<file path="src/rtl/systolic_feeder.sv">
// systolic_feeder: operand staging, diagonal skew generation and result
// capture around a 4x4 8-bit output-stationary systolic multiplier array.
//
// Ports:
//   i_clk, i_arst          clock, async active-high reset
//   i_opValid/o_opReady    operand handshake carrying i_a (A[row][k]) and
//                          i_b (B[k][col])
//   o_row, o_col           skewed streams, slot [x][0] consumed this cycle
//   o_arrayClr             registered one-cycle array clear pulse
//   i_c                    array accumulator outputs
//   o_resValid/i_resReady  result handshake carrying o_result (C = A*B)
//
// Parameter SETTLE: cycles waited after the last FEED cycle (>= 4).
// Macro SYSTOLIC_FEEDER_OPQUEUE_EN: adds a one-entry operand buffer so a
// new operand can be accepted while an operation is in flight.
module systolic_feeder #(
    parameter int SETTLE = 4
) (
    input  logic                    i_clk,
    input  logic                    i_arst,
    input  logic                    i_opValid,
    output logic                    o_opReady,
    input  logic [3:0][3:0][7:0]    i_a,
    input  logic [3:0][3:0][7:0]    i_b,
    output logic [3:0][6:0][7:0]    o_row,
    output logic [3:0][6:0][7:0]    o_col,
    output logic                    o_arrayClr,
    input  logic [3:0][3:0][15:0]   i_c,
    output logic                    o_resValid,
    input  logic                    i_resReady,
    output logic [3:0][3:0][15:0]   o_result
);

    typedef enum logic [2:0] {
        IDLE,
        CLEAR,
        FEED,
        DRAIN,
        DONE
    } state_t;

    localparam logic [3:0] FEED_LAST  = 4'd6;
    localparam logic [3:0] DRAIN_LAST = 4'(SETTLE - 1);

    state_t state, state_nxt;
    logic [3:0] cnt, cnt_nxt;

    logic [3:0][3:0][7:0] op_a, op_b;
    logic [3:0][3:0][7:0] src_a, src_b;
    logic [3:0][6:0][7:0] skew_row, skew_col;

    logic accept;
    logic have_buf;
    logic op_load;
    logic res_cap;
    logic res_clr;

    assign accept = i_opValid & o_opReady;

`ifdef SYSTOLIC_FEEDER_OPQUEUE_EN
    logic                 buf_full;
    logic                 buf_wr;
    logic [3:0][3:0][7:0] buf_a, buf_b;

    assign o_opReady = ~buf_full;
    assign have_buf  = buf_full;
    // Operands taken while busy park in the buffer; IDLE takes them direct.
    assign buf_wr    = accept & (state != IDLE);
    assign src_a     = buf_full ? buf_a : i_a;
    assign src_b     = buf_full ? buf_b : i_b;

    always_ff @(posedge i_clk or posedge i_arst) begin
        if (i_arst) begin
            buf_full <= 1'b0;
            buf_a    <= '0;
            buf_b    <= '0;
        end else begin
            if (buf_wr) begin
                buf_a <= i_a;
                buf_b <= i_b;
            end
            buf_full <= buf_wr | (buf_full & ~op_load);
        end
    end
`else
    assign o_opReady = (state == IDLE);
    assign have_buf  = 1'b0;
    assign src_a     = i_a;
    assign src_b     = i_b;
`endif

    // Row i is delayed by i slots, column j by j slots, so PE[i][j]
    // meets A[i][k] and B[k][j] in the same cycle.
    always_comb begin
        skew_row = '0;
        skew_col = '0;
        for (int i = 0; i < 4; i++) begin
            for (int k = 0; k < 4; k++) begin
                skew_row[i][i + k] = op_a[i][k];
                skew_col[i][i + k] = op_b[k][i];
            end
        end
    end

    always_ff @(posedge i_clk or posedge i_arst) begin
        if (i_arst) begin
            state <= IDLE;
            cnt   <= '0;
        end else begin
            state <= state_nxt;
            cnt   <= cnt_nxt;
        end
    end

    always_comb begin
        state_nxt = state;
        cnt_nxt   = cnt;
        op_load   = 1'b0;
        res_cap   = 1'b0;
        res_clr   = 1'b0;
        unique case (state)
            IDLE: begin
                if (have_buf | accept) begin
                    op_load   = 1'b1;
                    state_nxt = CLEAR;
                end
            end
            CLEAR: begin
                cnt_nxt   = '0;
                state_nxt = FEED;
            end
            FEED: begin
                if (cnt == FEED_LAST) begin
                    cnt_nxt   = '0;
                    state_nxt = DRAIN;
                end else begin
                    cnt_nxt = cnt + 4'd1;
                end
            end
            DRAIN: begin
                if (cnt == DRAIN_LAST) begin
                    cnt_nxt   = '0;
                    res_cap   = 1'b1;
                    state_nxt = DONE;
                end else begin
                    cnt_nxt = cnt + 4'd1;
                end
            end
            DONE: begin
                if (i_resReady) begin
                    res_clr = 1'b1;
                    if (have_buf) begin
                        op_load   = 1'b1;
                        state_nxt = CLEAR;
                    end else begin
                        state_nxt = IDLE;
                    end
                end
            end
            default: state_nxt = IDLE;
        endcase
    end

    always_ff @(posedge i_clk or posedge i_arst) begin
        if (i_arst) begin
            op_a       <= '0;
            op_b       <= '0;
            o_row      <= '0;
            o_col      <= '0;
            o_arrayClr <= 1'b0;
            o_result   <= '0;
            o_resValid <= 1'b0;
        end else begin
            if (op_load) begin
                op_a <= src_a;
                op_b <= src_b;
            end
            // op_load coincides with entry to CLEAR, so this is the
            // one-cycle clear pulse.
            o_arrayClr <= op_load;
            if (state == CLEAR) begin
                o_row <= skew_row;
                o_col <= skew_col;
            end else if (state == FEED) begin
                for (int i = 0; i < 4; i++) begin
                    o_row[i] <= {8'h00, o_row[i][6:1]};
                    o_col[i] <= {8'h00, o_col[i][6:1]};
                end
            end
            if (res_cap) begin
                o_result   <= i_c;
                o_resValid <= 1'b1;
            end else if (res_clr) begin
                o_resValid <= 1'b0;
            end
        end
    end

endmodule

</file>
<file path="config.mk">
export PLATFORM = sky130hd
export DESIGN_NAME = systolic_feeder
export DESIGN_NICKNAME = d
export VERILOG_FILES = /design/src/rtl/systolic_feeder.sv
export SDC_FILE = /design/constraint.sdc
export NUM_CORES = 2
export LEC_CHECK = 0
export CAP_MARGIN = 20
export CORE_AREA = 4 4 477 479
export DETAILED_ROUTE_END_ITERATION = 8
export DIE_AREA = 0 0 481 483
export PLACE_DENSITY = 0.42
export SLEW_MARGIN = 20
export SYNTH_ARGS = -nofsm -noshare
export SYNTH_HDL_FRONTEND = slang
export SYNTH_SLANG_ARGS = --single-unit
</file>
<file path="constraint.sdc">
create_clock -name i_clk -period 39.7 [get_ports i_clk]
set_input_delay 7.94 -clock i_clk [delete_from_list [all_inputs] [get_ports i_clk]]
set_output_delay 7.94 -clock i_clk [all_outputs]
set_load 0.02 [all_outputs]
</file>
Yosys cells after proc, flatten, opt, wreduce, memory -nomap -nowiden
Index checks and enable logic that the tools add are counted.
W data, S select, Z words.

storage, ports and cells
  flip-flop bits (word level) = 969
  input bits = 516
  output and inout port bits = 707

cells by class
  $add $sub $neg = 1
  eq/ne operators = 10
  muxes and demuxes = 20
  bitwise gates (word level) = 1
  reductions and logical operators = 5

operator list
  cell                   number
  $mux W224              4
  $pmux W3 S5            1
  $mux W3                4
  $pmux W4 S3            1
  $mux W1                8
  $mux W4                2
  $eq A3 B2 Y1 const B   2
  $ne A2 B2 Y1 const B   3
  $add A4 B1 Y4 const B  1
  $eq A4 B2 Y1 const B   1
  $eq A4 B3 Y1 const B   1
  $reduce_and A4 Y1      1
  $reduce_bool A2 Y1     2
  $eq A3 B1 Y1 const B   1
  $eq A3 B3 Y1 const B   1
  $logic_not A3 Y1       1
  $reduce_bool A3 Y1     1
  $ne A2 B1 Y1 const B   1
  $and A1 B1 Y1          1

Depth between registers and ports, before layout
  depth in word-level cells = 4
  depth in mapped cells = 8

Worst setup path after synthesis
No wires, ideal clock.

  path kind = in2reg
  start = in i_opValid
  end = reg op_a[100] (netlist name)
  setup time = 125 ps
  arrival time = 8835 ps
  required time = 39575 ps
  slack = 30740 ps
  cell stages on the path = 5
  buffers on the path = 3
  cell sequence = and2_1 > buf_2 > buf_2 > buf_4 > mux2_2

between the ends
  cells in the longest elaborated chain, start to end = 3

RTL lines
  item                  RTL line  RTL
  start, declared       21        input logic i_opValid,
  $and A1 B1 Y1         58        assign accept = i_opValid & o_opReady;
  $mux W1               123       if (have_buf | accept) begin
  $mux W1               -
  end signal, assigned  175       op_a <= src_a;
  end, declared         48        logic [3:0][3:0][7:0] op_a, op_b;

No other way between the ends.
A chain may end at the register's enable or synchronous reset.

==> results.sh <==
export IMPL_status="complete, no violations"
export IMPL_totalPowerFinal_mw=5.00
export IMPL_finalSetupViolCount=0
export IMPL_synthSimpleGateAreaFrac=0.154
export IMPL_dp_hpwl_um=130000
export IMPL_grt_overflow=0
export IMPL_drv_slew=0
export IMPL_clockBufferDepth=3
export IMPL_combPwrFrac=0.452
export IMPL_crit_arrival_ps=12040
export IMPL_fin_area_mm2=0.0530
export IMPL_cts_sinks=873
export IMPL_leakage_nw=23.1
export IMPL_gp_congestion=0.817
export IMPL_cts_hold_buffers=0
export IMPL_switching_share=0.418
export IMPL_synth_area_leaders="dfrtp_1 (62%), nand2_1 (13%), mux2_2 (8.2%)"
export IMPL_power_density_mw_per_mm2=94.3
export IMPL_dr_pass1_iters=5
export IMPL_fin_crit_ps=11300
export IMPL_grt_pass1_wl_um=244000
export IMPL_seqPwrFrac=0.342
export IMPL_finalHoldViolations=0
export IMPL_synth_top_flop_cell="dfrtp_1"
export IMPL_maxCapViolations=0
export IMPL_synth_area_mm2=0.0353
export IMPL_switchingPower_mw=2.09
export IMPL_ioPinCount=1223
export IMPL_clockPowerShare=0.205
export IMPL_fin_nets=4903
export IMPL_end_kind="async pin"
export IMPL_io_buffers=1126
export IMPL_htree_num_levels=3
export IMPL_cts_resized=0
export IMPL_wirelength_um=176000
export IMPL_hold_path_class="register to register"
export IMPL_syn_inst=3333
export IMPL_grt_pass1_vias=29700
export IMPL_die_h_um=483
export IMPL_cts_buffers=110
export IMPL_vdd_drop_max_mv=0.0408
export IMPL_async_flop_share=1.00
export IMPL_grt_usage=0.146
export IMPL_initial_core_util=0.158
export IMPL_synth_edff_count=0
export IMPL_drcViolationCount=0
export IMPL_period_share=0.285
export IMPL_setup_tns_ps=0
export IMPL_die_w_um=481
export IMPL_max_freq_mhz=88.5
export IMPL_cp_max_fo=78
export IMPL_post_synth_cell_area_avg_um2=10.6
export IMPL_cts_tree="yes"
export IMPL_place_area_mm2=0.0492
export IMPL_first_iter_violations=1633
export IMPL_antenna_found_initial=73
export IMPL_skew_ps=40.2
export IMPL_fp_row_count=174
export IMPL_cts_root_buf="clkbuf_16"
export IMPL_clkLatencyLatePin_ps=740
export IMPL_final_util=0.237
export IMPL_yosys_area_share_xor_xnor=0.000248
export IMPL_drtAntennaViolNets=0
export IMPL_rsz0062_at_grt="false"
export IMPL_grt_max_degree=225
export IMPL_vias=28700
export IMPL_critical_path_required_ps=40430
export IMPL_via_per_inst=3.84
export IMPL_critPathKind="primary input to async pin"
export IMPL_yosysMostFrequentCell="nand2_1"
export IMPL_wire_per_inst_um=23.5
export IMPL_holdWs_ps=455
export IMPL_clk_pin_slew_ps=60
export IMPL_start_kind="primary input"
export IMPL_design_die_area_mm2=0.232
export IMPL_drive_above_1_share=0.106
export IMPL_synth_area_mux_share=0.0860
export IMPL_yosys_cell_types_count=34
export IMPL_fillers=24000
export IMPL_post_cts_buffers=0
export IMPL_synthAdderAreaFrac=0.000710
export IMPL_synth_compound_area_frac=0.0890
export IMPL_coreArea_mm2=0.224
export IMPL_yosysWarnings=0
export IMPL_max_slew_margin=0.247
export IMPL_p_int_mw=2.91
export IMPL_yosys_register_bits=873
export IMPL_yosysTopAreaCell="dfrtp_1"
export IMPL_seq_area_frac_synth=0.620
export IMPL_synth_top_cells_by_count="nand2_1 (1255), dfrtp_1 (873), mux2_2 (256)"
export IMPL_synth_top_family_by_area="simple AND/OR/NAND/NOR gates"
export IMPL_tightest_slew_ps=1130
export IMPL_synth_top_area_share=0.620
export IMPL_syn_to_final_growth_pct=50.4
-- through the flow --
stage,instances,setup slack [ps]
finish,7485,28400
global route,7472,27860
CTS,7459,28280
detailed placement,7264,27430
global placement,7264,27470
floorplan,3428,7220
-- placed cells by master (no fill, tap or decap), types with 2 or more instances in the layout --
cell / count
bufinv_16: 8
a22oi_1: 64
dfrtp_1: 871
and2_4: 2
a31oi_1: 130
buf_4: 34
clkinv_4: 4
a21oi_1: 17
nor2b_1: 16
clkbuf_16: 110
inv_1: 3
a22o_1: 146
mux2i_1: 15
clkbuf_8: 21
conb_1: 96
clkbuf_1: 31
o21ai_0: 66
buf_12: 3
ha_1: 2
clkinv_16: 5
diode_2: 25
clkdlybuf4s50_1: 1126
dfrtp_4: 2
clkinv_2: 11
nand2_1: 1254
clkinvlp_4: 2
a21o_1: 15
inv_6: 2
mux2_2: 256
nor2_1: 133
-- state kept, by name, summed over array words and instances, names as in the netlist --
name	count
cnt	4
o_row	176
o_arrayClr	1
op_a	128
op_b	128
o_resValid	1
state	3
o_result	256
o_col	176
-- per-layer routing --
metal  global-route usage  vias to the layer above  part of all wire
li1                     -                    13000                 -
met2                0.244                     1000              0.48
met3               0.0610                      297             0.094
met5                    0                        -            0.0029
met1                0.165                    14400              0.38
met4               0.0556                       78             0.040
-- worst max-delay path, cell delays in order --
cell and delay, ps:
clkdlybuf4s50_1 500, inv_8 460, buf_4 680, buf_4 640
buf_4 800, buf_4 830
-- layout make-up --
cell class	instances	area, um2	area share
clock buffer	162	3160	0.0596
timing repair buffer	1164	11600	0.219
sequential	873	21900	0.412
inverter	4	22.5	0.000425
antenna	25	62.6	0.00118
multi-input combinational	2232	12000	0.227
tap	2992	3740	0.0706
clock inverter	33	533	0.0101
-- power groups by stage --
| stage | Sequential [mW] | Clock (mW) | Combinational (mW) |
|---|---|---|---|
| 2_1_floorplan | 1.95 | 0 | 0.892 |
| 3_3_place_gp | 1.72 | 0 | 2.30 |
| 3_5_place_dp | 1.73 | 0 | 2.31 |
| 4_1_cts | 1.72 | 1.07 | 2.32 |
| 5_1_grt | 1.78 | 1.10 | 2.45 |
| 6_report | 1.71 | 1.03 | 2.26 |
-- worst paths after layout --
| path | depth (start not counted) | from | end | slack (ps) |
|---|---|---|---|---|
| max | 6 | i_arst | o_col[80]$_DFFE_PP0P_ | 28400 |
| min | 2 | op_a[27]$_DFFE_PP0P_ | o_row[27]$_DFFE_PP0P_ | 450 |
| max reg2reg | 6 | state[1]$_DFFE_PP0P_ | op_b[2]$_DFFE_PP0P_ | 34690 |
| min reg2reg | 2 | op_a[27]$_DFFE_PP0P_ | o_row[27]$_DFFE_PP0P_ | 450 |
| max in group i_clk | 2 | state[1]$_DFFE_PP0P_ | o_opReady | 28480 |
| min in group asynchronous | 2 | i_arst | o_result[181]$_DFFE_PP0P_ | 7700 |
-- cell families after synthesis --
family | count (synthesis)
compound gates | 441
other cells | 1
simple gates | 1421
mux | 271
buf+inv | 323
flops | 873
fa+ha+maj | 2
xor+xnor | 1
No activity file was read; power rests on OpenSTA's default activity.
